### src/rtl/mc_pkg.sv
// Shared types and constants for the multicycle RV32I controller: states, opcodes,
// immediate formats, ALU operation codes and datapath mux selects.
package mc_pkg;

    typedef enum logic [3:0] {
        StFetch    = 4'd0,
        StDecode   = 4'd1,
        StMemAdr   = 4'd2,
        StMemRead  = 4'd3,
        StMemWb    = 4'd4,
        StMemWrite = 4'd5,
        StExecR    = 4'd6,
        StExecI    = 4'd7,
        StAluWb    = 4'd8,
        StBranch   = 4'd9,
        StJal      = 4'd10,
        StJalr     = 4'd11,
        StJalrLink = 4'd12
    } state_e;

    localparam state_e ResetState = StFetch;

    localparam logic [6:0] OpLoad   = 7'b0000011;
    localparam logic [6:0] OpStore  = 7'b0100011;
    localparam logic [6:0] OpR      = 7'b0110011;
    localparam logic [6:0] OpImm    = 7'b0010011;
    localparam logic [6:0] OpLui    = 7'b0110111;
    localparam logic [6:0] OpAuipc  = 7'b0010111;
    localparam logic [6:0] OpBranch = 7'b1100011;
    localparam logic [6:0] OpJal    = 7'b1101111;
    localparam logic [6:0] OpJalr   = 7'b1100111;

    localparam logic [2:0] ImmI = 3'b000;
    localparam logic [2:0] ImmS = 3'b001;
    localparam logic [2:0] ImmB = 3'b010;
    localparam logic [2:0] ImmJ = 3'b011;
    localparam logic [2:0] ImmU = 3'b100;

    localparam logic [3:0] AluAdd  = 4'b0000;
    localparam logic [3:0] AluSub  = 4'b0001;
    localparam logic [3:0] AluAnd  = 4'b0010;
    localparam logic [3:0] AluOr   = 4'b0011;
    localparam logic [3:0] AluXor  = 4'b0100;
    localparam logic [3:0] AluSlt  = 4'b0101;
    localparam logic [3:0] AluSltu = 4'b0110;
    localparam logic [3:0] AluSll  = 4'b0111;
    localparam logic [3:0] AluSrl  = 4'b1000;
    localparam logic [3:0] AluSra  = 4'b1001;

    localparam logic [1:0] AluOpAdd   = 2'b00;
    localparam logic [1:0] AluOpSub   = 2'b01;
    localparam logic [1:0] AluOpFunct = 2'b10;

    localparam logic       AdrPc     = 1'b0;
    localparam logic       AdrAluOut = 1'b1;

    localparam logic [1:0] ResAluOut    = 2'b00;
    localparam logic [1:0] ResData      = 2'b01;
    localparam logic [1:0] ResAluResult = 2'b10;

    localparam logic [1:0] SrcAPc    = 2'b00;
    localparam logic [1:0] SrcAOldPc = 2'b01;
    localparam logic [1:0] SrcARegA  = 2'b10;
    localparam logic [1:0] SrcAZero  = 2'b11;

    localparam logic [1:0] SrcBWd   = 2'b00;
    localparam logic [1:0] SrcBImm  = 2'b01;
    localparam logic [1:0] SrcBFour = 2'b10;

    function automatic logic [2:0] imm_src_for(input logic [6:0] op);
        logic [2:0] imm;
        imm = ImmI;
        case (op)
            OpStore:         imm = ImmS;
            OpBranch:        imm = ImmB;
            OpJal:           imm = ImmJ;
            OpLui, OpAuipc:  imm = ImmU;
            default:         imm = ImmI;
        endcase
        return imm;
    endfunction

endpackage

### src/rtl/multicycle_controller_aludec.sv
// ALU decoder: maps ALUOp plus funct3/funct7b5/op[5] onto an ALU operation code.
module multicycle_controller_aludec
    import mc_pkg::*;
(
    input  logic [1:0] alu_op_i,
    input  logic       op5_i,
    input  logic [2:0] funct3_i,
    input  logic       funct7b5_i,
    output logic [3:0] alu_control_o
);

    always_comb begin
        alu_control_o = AluAdd;
        case (alu_op_i)
            AluOpAdd: alu_control_o = AluAdd;
            AluOpSub: alu_control_o = AluSub;
            default: begin
                case (funct3_i)
                    // Only R-type uses bit 30 as add/sub; for OP-IMM it is immediate data.
                    3'b000:  alu_control_o = (op5_i && funct7b5_i) ? AluSub : AluAdd;
                    3'b001:  alu_control_o = AluSll;
                    3'b010:  alu_control_o = AluSlt;
                    3'b011:  alu_control_o = AluSltu;
                    3'b100:  alu_control_o = AluXor;
                    3'b101:  alu_control_o = funct7b5_i ? AluSra : AluSrl;
                    3'b110:  alu_control_o = AluOr;
                    default: alu_control_o = AluAnd;
                endcase
            end
        endcase
    end

endmodule

### src/rtl/multicycle_controller.sv
// Sequencing FSM for the multicycle RV32I datapath. Defining MC_MEM_READY_EN adds a
// mem_ready input that stalls FETCH, MEMREAD and MEMWRITE until memory responds.
module multicycle_controller
    import mc_pkg::*;
(
    input  logic       clk,
    input  logic       reset,
`ifdef MC_MEM_READY_EN
    input  logic       mem_ready,
`endif
    input  logic [6:0] op,
    input  logic [2:0] funct3,
    input  logic       funct7b5,
    input  logic       Zero,
    output logic       PCWrite,
    output logic       AdrSrc,
    output logic       MemWrite,
    output logic       IRWrite,
    output logic       RegWrite,
    output logic [1:0] ResultSrc,
    output logic [1:0] ALUSrcA,
    output logic [1:0] ALUSrcB,
    output logic [2:0] ImmSrc,
    output logic [3:0] ALUControl,
    output logic       IllegalInstr
);

    state_e     state_q, state_d;
    logic       mem_rdy;
    logic [1:0] alu_op;
    logic [3:0] dec_ctrl;
    logic [3:0] br_ctrl;
    logic       br_taken;

    logic       pc_write, adr_src, mem_write, ir_write, reg_write, illegal;
    logic [1:0] result_src, src_a, src_b;
    logic [2:0] imm_src;
    logic [3:0] alu_ctrl;

`ifdef MC_MEM_READY_EN
    assign mem_rdy = mem_ready;
`else
    assign mem_rdy = 1'b1;
`endif

    always_ff @(posedge clk) begin
        if (reset) begin
            state_q <= ResetState;
        end else begin
            state_q <= state_d;
        end
    end

    always_comb begin
        alu_op = AluOpAdd;
        if (state_q == StExecR || (state_q == StExecI && op == OpImm)) begin
            alu_op = AluOpFunct;
        end
    end

    multicycle_controller_aludec u_aludec (
        .alu_op_i      (alu_op),
        .op5_i         (op[5]),
        .funct3_i      (funct3),
        .funct7b5_i    (funct7b5),
        .alu_control_o (dec_ctrl)
    );

    // Zero reflects the compare result: SUB for equality, SLT/SLTU give 1 (non-zero) if less.
    always_comb begin
        br_ctrl  = AluSub;
        br_taken = 1'b0;
        case (funct3)
            3'b000:  begin br_ctrl = AluSub;  br_taken = Zero;  end
            3'b001:  begin br_ctrl = AluSub;  br_taken = !Zero; end
            3'b100:  begin br_ctrl = AluSlt;  br_taken = !Zero; end
            3'b101:  begin br_ctrl = AluSlt;  br_taken = Zero;  end
            3'b110:  begin br_ctrl = AluSltu; br_taken = !Zero; end
            3'b111:  begin br_ctrl = AluSltu; br_taken = Zero;  end
            default: begin br_ctrl = AluSub;  br_taken = 1'b0;  end
        endcase
    end

    always_comb begin
        state_d    = state_q;
        pc_write   = 1'b0;
        adr_src    = AdrPc;
        mem_write  = 1'b0;
        ir_write   = 1'b0;
        reg_write  = 1'b0;
        result_src = ResAluOut;
        src_a      = SrcAPc;
        src_b      = SrcBWd;
        imm_src    = ImmI;
        alu_ctrl   = AluAdd;
        illegal    = 1'b0;

        case (state_q)
            StFetch: begin
                adr_src    = AdrPc;
                ir_write   = mem_rdy;
                pc_write   = mem_rdy;
                src_a      = SrcAPc;
                src_b      = SrcBFour;
                result_src = ResAluResult;
                if (mem_rdy) state_d = StDecode;
            end
            StDecode: begin
                src_a   = SrcAOldPc;
                src_b   = SrcBImm;
                imm_src = imm_src_for(op);
                case (op)
                    OpLoad, OpStore:        state_d = StMemAdr;
                    OpR:                    state_d = StExecR;
                    OpImm, OpLui, OpAuipc:  state_d = StExecI;
                    OpBranch:               state_d = StBranch;
                    OpJal:                  state_d = StJal;
                    OpJalr:                 state_d = StJalr;
                    default: begin
                        illegal = 1'b1;
                        state_d = StFetch;
                    end
                endcase
            end
            StMemAdr: begin
                src_a   = SrcARegA;
                src_b   = SrcBImm;
                imm_src = (op == OpStore) ? ImmS : ImmI;
                state_d = (op == OpStore) ? StMemWrite : StMemRead;
            end
            StMemRead: begin
                adr_src = AdrAluOut;
                if (mem_rdy) state_d = StMemWb;
            end
            StMemWb: begin
                result_src = ResData;
                reg_write  = 1'b1;
                state_d    = StFetch;
            end
            StMemWrite: begin
                adr_src   = AdrAluOut;
                mem_write = 1'b1;
                if (mem_rdy) state_d = StFetch;
            end
            StExecR: begin
                src_a    = SrcARegA;
                src_b    = SrcBWd;
                alu_ctrl = dec_ctrl;
                state_d  = StAluWb;
            end
            StExecI: begin
                src_b    = SrcBImm;
                alu_ctrl = dec_ctrl;
                case (op)
                    OpLui:   begin src_a = SrcAZero;  imm_src = ImmU; end
                    OpAuipc: begin src_a = SrcAOldPc; imm_src = ImmU; end
                    default: begin src_a = SrcARegA;  imm_src = ImmI; end
                endcase
                state_d = StAluWb;
            end
            StAluWb: begin
                result_src = ResAluOut;
                reg_write  = 1'b1;
                state_d    = StFetch;
            end
            StBranch: begin
                src_a      = SrcARegA;
                src_b      = SrcBWd;
                alu_ctrl   = br_ctrl;
                result_src = ResAluOut;
                pc_write   = br_taken;
                state_d    = StFetch;
            end
            StJal: begin
                // ALUOut holds the target computed in DECODE; ALU forms the link address.
                result_src = ResAluOut;
                pc_write   = 1'b1;
                src_a      = SrcAOldPc;
                src_b      = SrcBFour;
                state_d    = StAluWb;
            end
            StJalr: begin
                src_a      = SrcARegA;
                src_b      = SrcBImm;
                imm_src    = ImmI;
                result_src = ResAluResult;
                pc_write   = 1'b1;
                state_d    = StJalrLink;
            end
            StJalrLink: begin
                src_a   = SrcAOldPc;
                src_b   = SrcBFour;
                state_d = StAluWb;
            end
            default: state_d = StFetch;
        endcase
    end

    // Reset forces every output low so no write can land during the reset cycle.
    assign PCWrite      = !reset && pc_write;
    assign AdrSrc       = !reset && adr_src;
    assign MemWrite     = !reset && mem_write;
    assign IRWrite      = !reset && ir_write;
    assign RegWrite     = !reset && reg_write;
    assign IllegalInstr = !reset && illegal;
    assign ResultSrc    = reset ? 2'b00 : result_src;
    assign ALUSrcA      = reset ? 2'b00 : src_a;
    assign ALUSrcB      = reset ? 2'b00 : src_b;
    assign ImmSrc       = reset ? 3'b000 : imm_src;
    assign ALUControl   = reset ? 4'b0000 : alu_ctrl;

endmodule

### config.mk
export PLATFORM = sky130hd
export DESIGN_NAME = multicycle_controller
export DESIGN_NICKNAME = d
export VERILOG_FILES = /design/src/rtl/mc_pkg.sv /design/src/rtl/multicycle_controller_aludec.sv /design/src/rtl/multicycle_controller.sv
export SDC_FILE = /design/constraint.sdc
export NUM_CORES = 1
export LEC_CHECK = 0
export CORE_MARGIN = 1.5
export CORE_UTILIZATION = 43
export DETAILED_ROUTE_END_ITERATION = 10
export MAX_ROUTING_LAYER = met4
export PLACE_DENSITY = 0.79
export SETUP_SLACK_MARGIN = 0.1
export SLEW_MARGIN = 20
export SYNTH_ARGS = -nofsm -noshare
export SYNTH_HDL_FRONTEND = slang
export SYNTH_SLANG_ARGS = --single-unit
### constraint.sdc
create_clock -name clk -period 2.5 [get_ports clk]
set_input_delay 0.5 -clock clk [delete_from_list [all_inputs] [get_ports clk]]
set_output_delay 0.5 -clock clk [all_outputs]
set_load 0.1 [all_outputs]
==> results of run 1 <==
stage by stage:
stage	TNS [ps]	cell area, sq um	instances	hold slack (ps)
floorplan	-1160	1060	135	595
global placement	-1380	1690	202	584
detailed placement	-1860	1690	202	590
synth_stat cells (2+ instances only):
cell	instances
and3_1	3
inv_1	5
nand4_1	2
nand3b_1	2
nor3_1	14
buf_2	2
o31ai_1	2
nand3_1	3
dfxtp_1	4
nor2b_1	8
a21oi_1	8
o21ai_0	6
a32oi_1	2
nand2b_1	5
clkbuf_1	9
a311oi_1	2
xor2_1	2
nor2_1	18
or3_1	2
xnor2_1	2
mux2i_1	2
a211oi_1	3
nand2_1	8
cells by family after synthesis:
kind of cell	share of synthesized area
compound gates	0.283
xor+xnor	0.0412
buf+inv	0.0795
flops	0.0943
mux	0.0236
simple gates	0.479
==> results.txt, run 1 <==
The flow did not finish. It got as far as clock tree synthesis and failed there. The first error in the log reads "[ERROR DPL-0033] detailed placement checks failed during check placement". In this run the core area contains 15 standard-cell rows. The total of buffers placed on input and output ports came out at 32.

The part of the Yosys area used for sequential elements came out at 0.0943. The root buffer cell chosen for the clock tree is clkbuf_4. The mean post-synth cell area is 6.29 sq um. Ranked by total cell area, the synthesized netlist is headed by dfxtp_1 (9.4%), nor3_1 (8.2%), nor2_1 (8.0%).

The number of buffers added to fix hold violations after cts is 0. The gate count of the mapped netlist is 135. The number of flip-flops and latches in the synthesized netlist came out at 4. The count of cells resized by post-cts repair is 41. The H-tree depth is 1.

The net count of the mapped netlist came out at 149. The number of clock sinks came out at 4. Buffers inserted during clock tree synthesis total 3. The worst slack at placement came out at -455 ps. The portion of synthesized cell area occupied by the leading cell type came out at 0.0943. The total half-perimeter wirelength after legalization and detailed placement is 2950 microns. From bottom edge to top edge, the die measures 47.5 microns. Summing every instance area after synthesis gives 850 sq um. The leading register cell type out of synthesis is dfxtp_1. The count of unique library cells instantiated by Yosys came out at 44.

The initial core utilization is 0.476. Of all flip-flops after synthesis, the portion carrying an async set or reset was 0. The overall die width came out at 47.5 microns. The number of buffers between clock root and the deepest sink came out at 2. The routability congestion estimate came out at 0.884. The buffers inserted during post-CTS setup optimization is 2. The number of synthesis warnings came out at 0. The number of I/O pins came out at 33. The count of flip-flops with a built-in enable after synthesis is 0. The biggest area consumer among synthesized cells is dfxtp_1.
==> run 2, diff against run 1 <==
Settings changed: CORE_AREA set to 2 2 63 65, CORE_MARGIN 1.5 to not set, CORE_UTILIZATION 43 to not set, DIE_AREA set to 0 0 65 67, MAX_ROUTING_LAYER met4 to not set, PLACE_DENSITY 0.79 to not set, PLACE_DENSITY_LB_ADDON set to 0.15, SETUP_SLACK_MARGIN 0.1 to not set.
==> results.txt, run 2 <==
The flow ran to the end, but the final reports show violations. The final reports fail on setup timing. The tightest slew margin relative to the limit came out at 0.682. The repair_antennas step left the layout with diodes totalling 0.

The total length of routed wires is 3030 microns. Across the VDD grid, the largest voltage drop is 0.000133 V. The clock insertion delay at the later pin of the skew report is 220 ps. The flip-flop count of the largest register, all copies and words added is 4.

The via count of the first global-routing pass came out at 1170. The tightest min-delay check is of the reg2reg type. The final clock period utilization by the worst path came out at 1.00.

The H-tree depth is 1 (unchanged). The count of unique library cells instantiated by Yosys is 44 (unchanged). The mean post-synth cell area was 6.29 sq um (unchanged). The placed cell count is 232 (+15%).

For this run, the leading register cell type out of synthesis is dfxtp_1. The maximum clock rate is 399 MHz. Dividing total power by cell area gives a power density of 267 nW/um^2. The row count is 22 (+7). The number of flip-flops and latches in the synthesized netlist is 4 (unchanged). The average wire per standard cell came out at 12.8 microns. The worst clock skew is 1.68 ps.

The maximum fanout along the worst path came out at 4. The cell family with the largest share of critical-path delay is simple AND/OR/NAND/NOR gates. The number of clock sinks was 4 (unchanged). The setup slack of the critical path after layout is -7.21 ps. Leaving out fill and tap cells, the most frequent cell in the layout is buf_4. The number of DRC markers in iteration 0 is 22. The post-detailed-route via-to-cell ratio is 4.94. The routability congestion estimate came out at 0.816 (-7.7%). The number of antenna violations at the first check in global routing came out at 0. The fraction of registers with async set or reset after synthesis came to 0 (unchanged). The net count of the finished layout is 204. The first global-routing pass estimated 5320 microns of wire. The biggest area consumer among synthesized cells is dfxtp_1.

The part of the Yosys area used for sequential elements came out at 0.0943 (unchanged). The total of buffers placed on input and output ports was 32 (unchanged). The number of buffers between clock root and the deepest sink came out at 2 (unchanged). The data required time at the worst endpoint came out at 2000 ps. The number of synthesis warnings is 0 (unchanged). The number of buffers and inverters on the critical path is 2. The final cell count without fillers came out at 236. The total half-perimeter wirelength after legalization and detailed placement was 2470 microns (-16%). The antenna violation net count after detailed routing came out at 0. The overall die width is 65 microns (+37%). TritonCTS built the clock tree. The count of flip-flops with a built-in enable after synthesis is 0 (unchanged). The overall die area is 4360 sq um.

Global routing finished with a remaining overflow of 0. The setup-violating endpoint count in the final report came out at 1. The worst-margin pin slew is 477 ps. The leakage component of the power is 0.728 nW. The commonest cells after synthesis are nor2_1 (18), nor3_1 (14), clkbuf_1 (9).

The number of buffers added to fix hold violations after cts came out at 0 (unchanged). STA classifies the critical path startpoint as an input pin. For the finished layout, the period the worst path requires is 2510 ps.

Leaving out fill and tap cells, the most frequent cells in the layout are buf_4 (30), buf_12 (19), nor2_1 (14). The y dimension of the die came out at 67 microns (+41%). The clock transition at the register clock pins on the worst setup and hold paths after CTS is 30 ps. Max-cap violations in this run came to 0. The critical path arrival is 2010 ps. By startpoint and endpoint, the worst setup path is classified as in2out.

The worst setup path is captured at an output pin. The largest registers in the layout are state_q (4). The number of remaining DRC errors is 0. The library cell used as clock root buffer is clkbuf_8. Ranked by flip-flop count, first place goes to state_q. The ratio of cells with drive above 1 in the final layout is 0.463. The growth of design area from synthesis to finish is 111%. The number of failing hold endpoints at the final stage is 0.

The portion of synthesized cell area occupied by the leading cell type is 0.0943 (unchanged). The combined global-route utilization of all metal layers came out at 0.153. The number of pins exceeding their max-slew limit in the final report is 0. The delay contributed by the slowest stage of the critical path is 510 ps.

The highest-delay cell along the critical path is or4_4. The largest net degree at the start of global routing came out at 18. The area of the core region is 3610 sq um.

The gate count of the mapped netlist is 135 (unchanged). Walking the worst path, the cells encountered are buf_6 -> nand2b_4 -> or4_4 -> o41a_1 -> o22ai_4 -> buf_12. The net count of the mapped netlist is 149 (unchanged). The count of vias placed by the detailed router came out at 1167. The TritonCTS buffer count was 3 (unchanged). Setup repair after global routing could not meet its margin everywhere. The number of I/O pins came out at 33 (unchanged).

The cell area after synthesis is 850 sq um (unchanged). The worst hold margin came out at 730 ps. The initial core utilization is 0.236 (-0.241). The number of iterations in the first detailed-routing pass came out at 4. Yosys instantiated no cell more often than nor2_1. In the post-synthesis netlist, the biggest area contributors are dfxtp_1 (9.4%), nor3_1 (8.2%), nor2_1 (8.0%).

The layout filler cell count came out at 360.
==> run 2: cell counts after synthesis <==
Identical to the previous run, type by type.
==> run 2: tightest hold or removal path, delay by kind of cell (launching register included) <==
family / cells / cell delay [ps]
and+or+nand+nor: 2 / 220
DFF: 1 / 410
AOI/OAI and AO/OA: 1 / 50
==> run 2: layout make-up <==
cell class	count	area [sq um]	share of cell area
Multi-Input combinational cell	114	885	0.493
Timing Repair Buffer	62	708	0.395
Sequential cell	4	81.3	0.0453
Tap cell	48	60.1	0.0335
Clock buffer	3	41.3	0.0230
Inverter	5	18.8	0.0105
==> run 2: repair_timing <==
action	CTS	global route
endpoints found under the hold margin	0	0
resized for setup	31	3
cloned	0	0
pin swaps	3	2
endpoints found under the setup margin	7	3
buffers inserted	0	1
==> run 2: kinds of logic (layout without fill, tap and decap cells) <==
kind of cell              after synthesis  after routing  share of synthesized area
and+or+nand+nor                        73             73                      0.479
AOI/OAI and AO/OA                      35             35                      0.283
buffers and inverters                  17             70                     0.0795
xor gates and xnor gates                4              4                     0.0412
DFF                                     4              4                     0.0943
muxes                                   2              2                     0.0236
==> run 2: path summary, 6_finish.rpt <==
check                  start            end  slack [ps]  cells past startpoint
setup / recovery       op[6]  ALUControl[2]          -7                      6
hold / removal    state_q[2]     state_q[2]         730                      3
setup reg to reg  state_q[1]     state_q[0]        1090                      4
hold reg to reg   state_q[2]     state_q[2]         730                      3
==> run 2: routing by layer <==
metal | track usage | routed length, microns | up-vias
met5 | 0 | 0 | -
met4 | 0.0691 | 80 | 0
met3 | 0.0203 | 106 | 8
met2 | 0.262 | 1490 | 28
met1 | 0.192 | 1360 | 536
li1 | - | - | 595
==> run 2: where the power goes <==
| group | switching, mW | internal (mW) |
|---|---|---|
| Sequential | 0.00514 | 0.0664 |
| Clock | 0.0355 | 0.103 |
| Combinational | 0.161 | 0.108 |
| Total | 0.202 | 0.278 |
==> run 2: stage by stage <==
step	power [mW]	instance area, sq um	util	worst slack (ps)	TNS [ps]
6_report	0.479	1790	0.498	-7.21	-7.21
5_1_grt	0.505	1790	0.498	-51.2	-72.1
4_1_cts	0.487	1790	0.496	-22.4	-22.4
3_5_place_dp	0.347	1760	0.488	-434	-1660
3_3_place_gp	0.344	1760	0.488	-413	-1540
2_1_floorplan	0.234	1040	-	-374	-1240
No activity file was read; power rests on OpenSTA's default activity.
==> run 3, diff against run 2 <==
Settings changed: CTS_CLUSTER_SIZE set to 25.
==> results of run 3 <==
No change in the layout: final DEF, timing and power equal those of run 2.
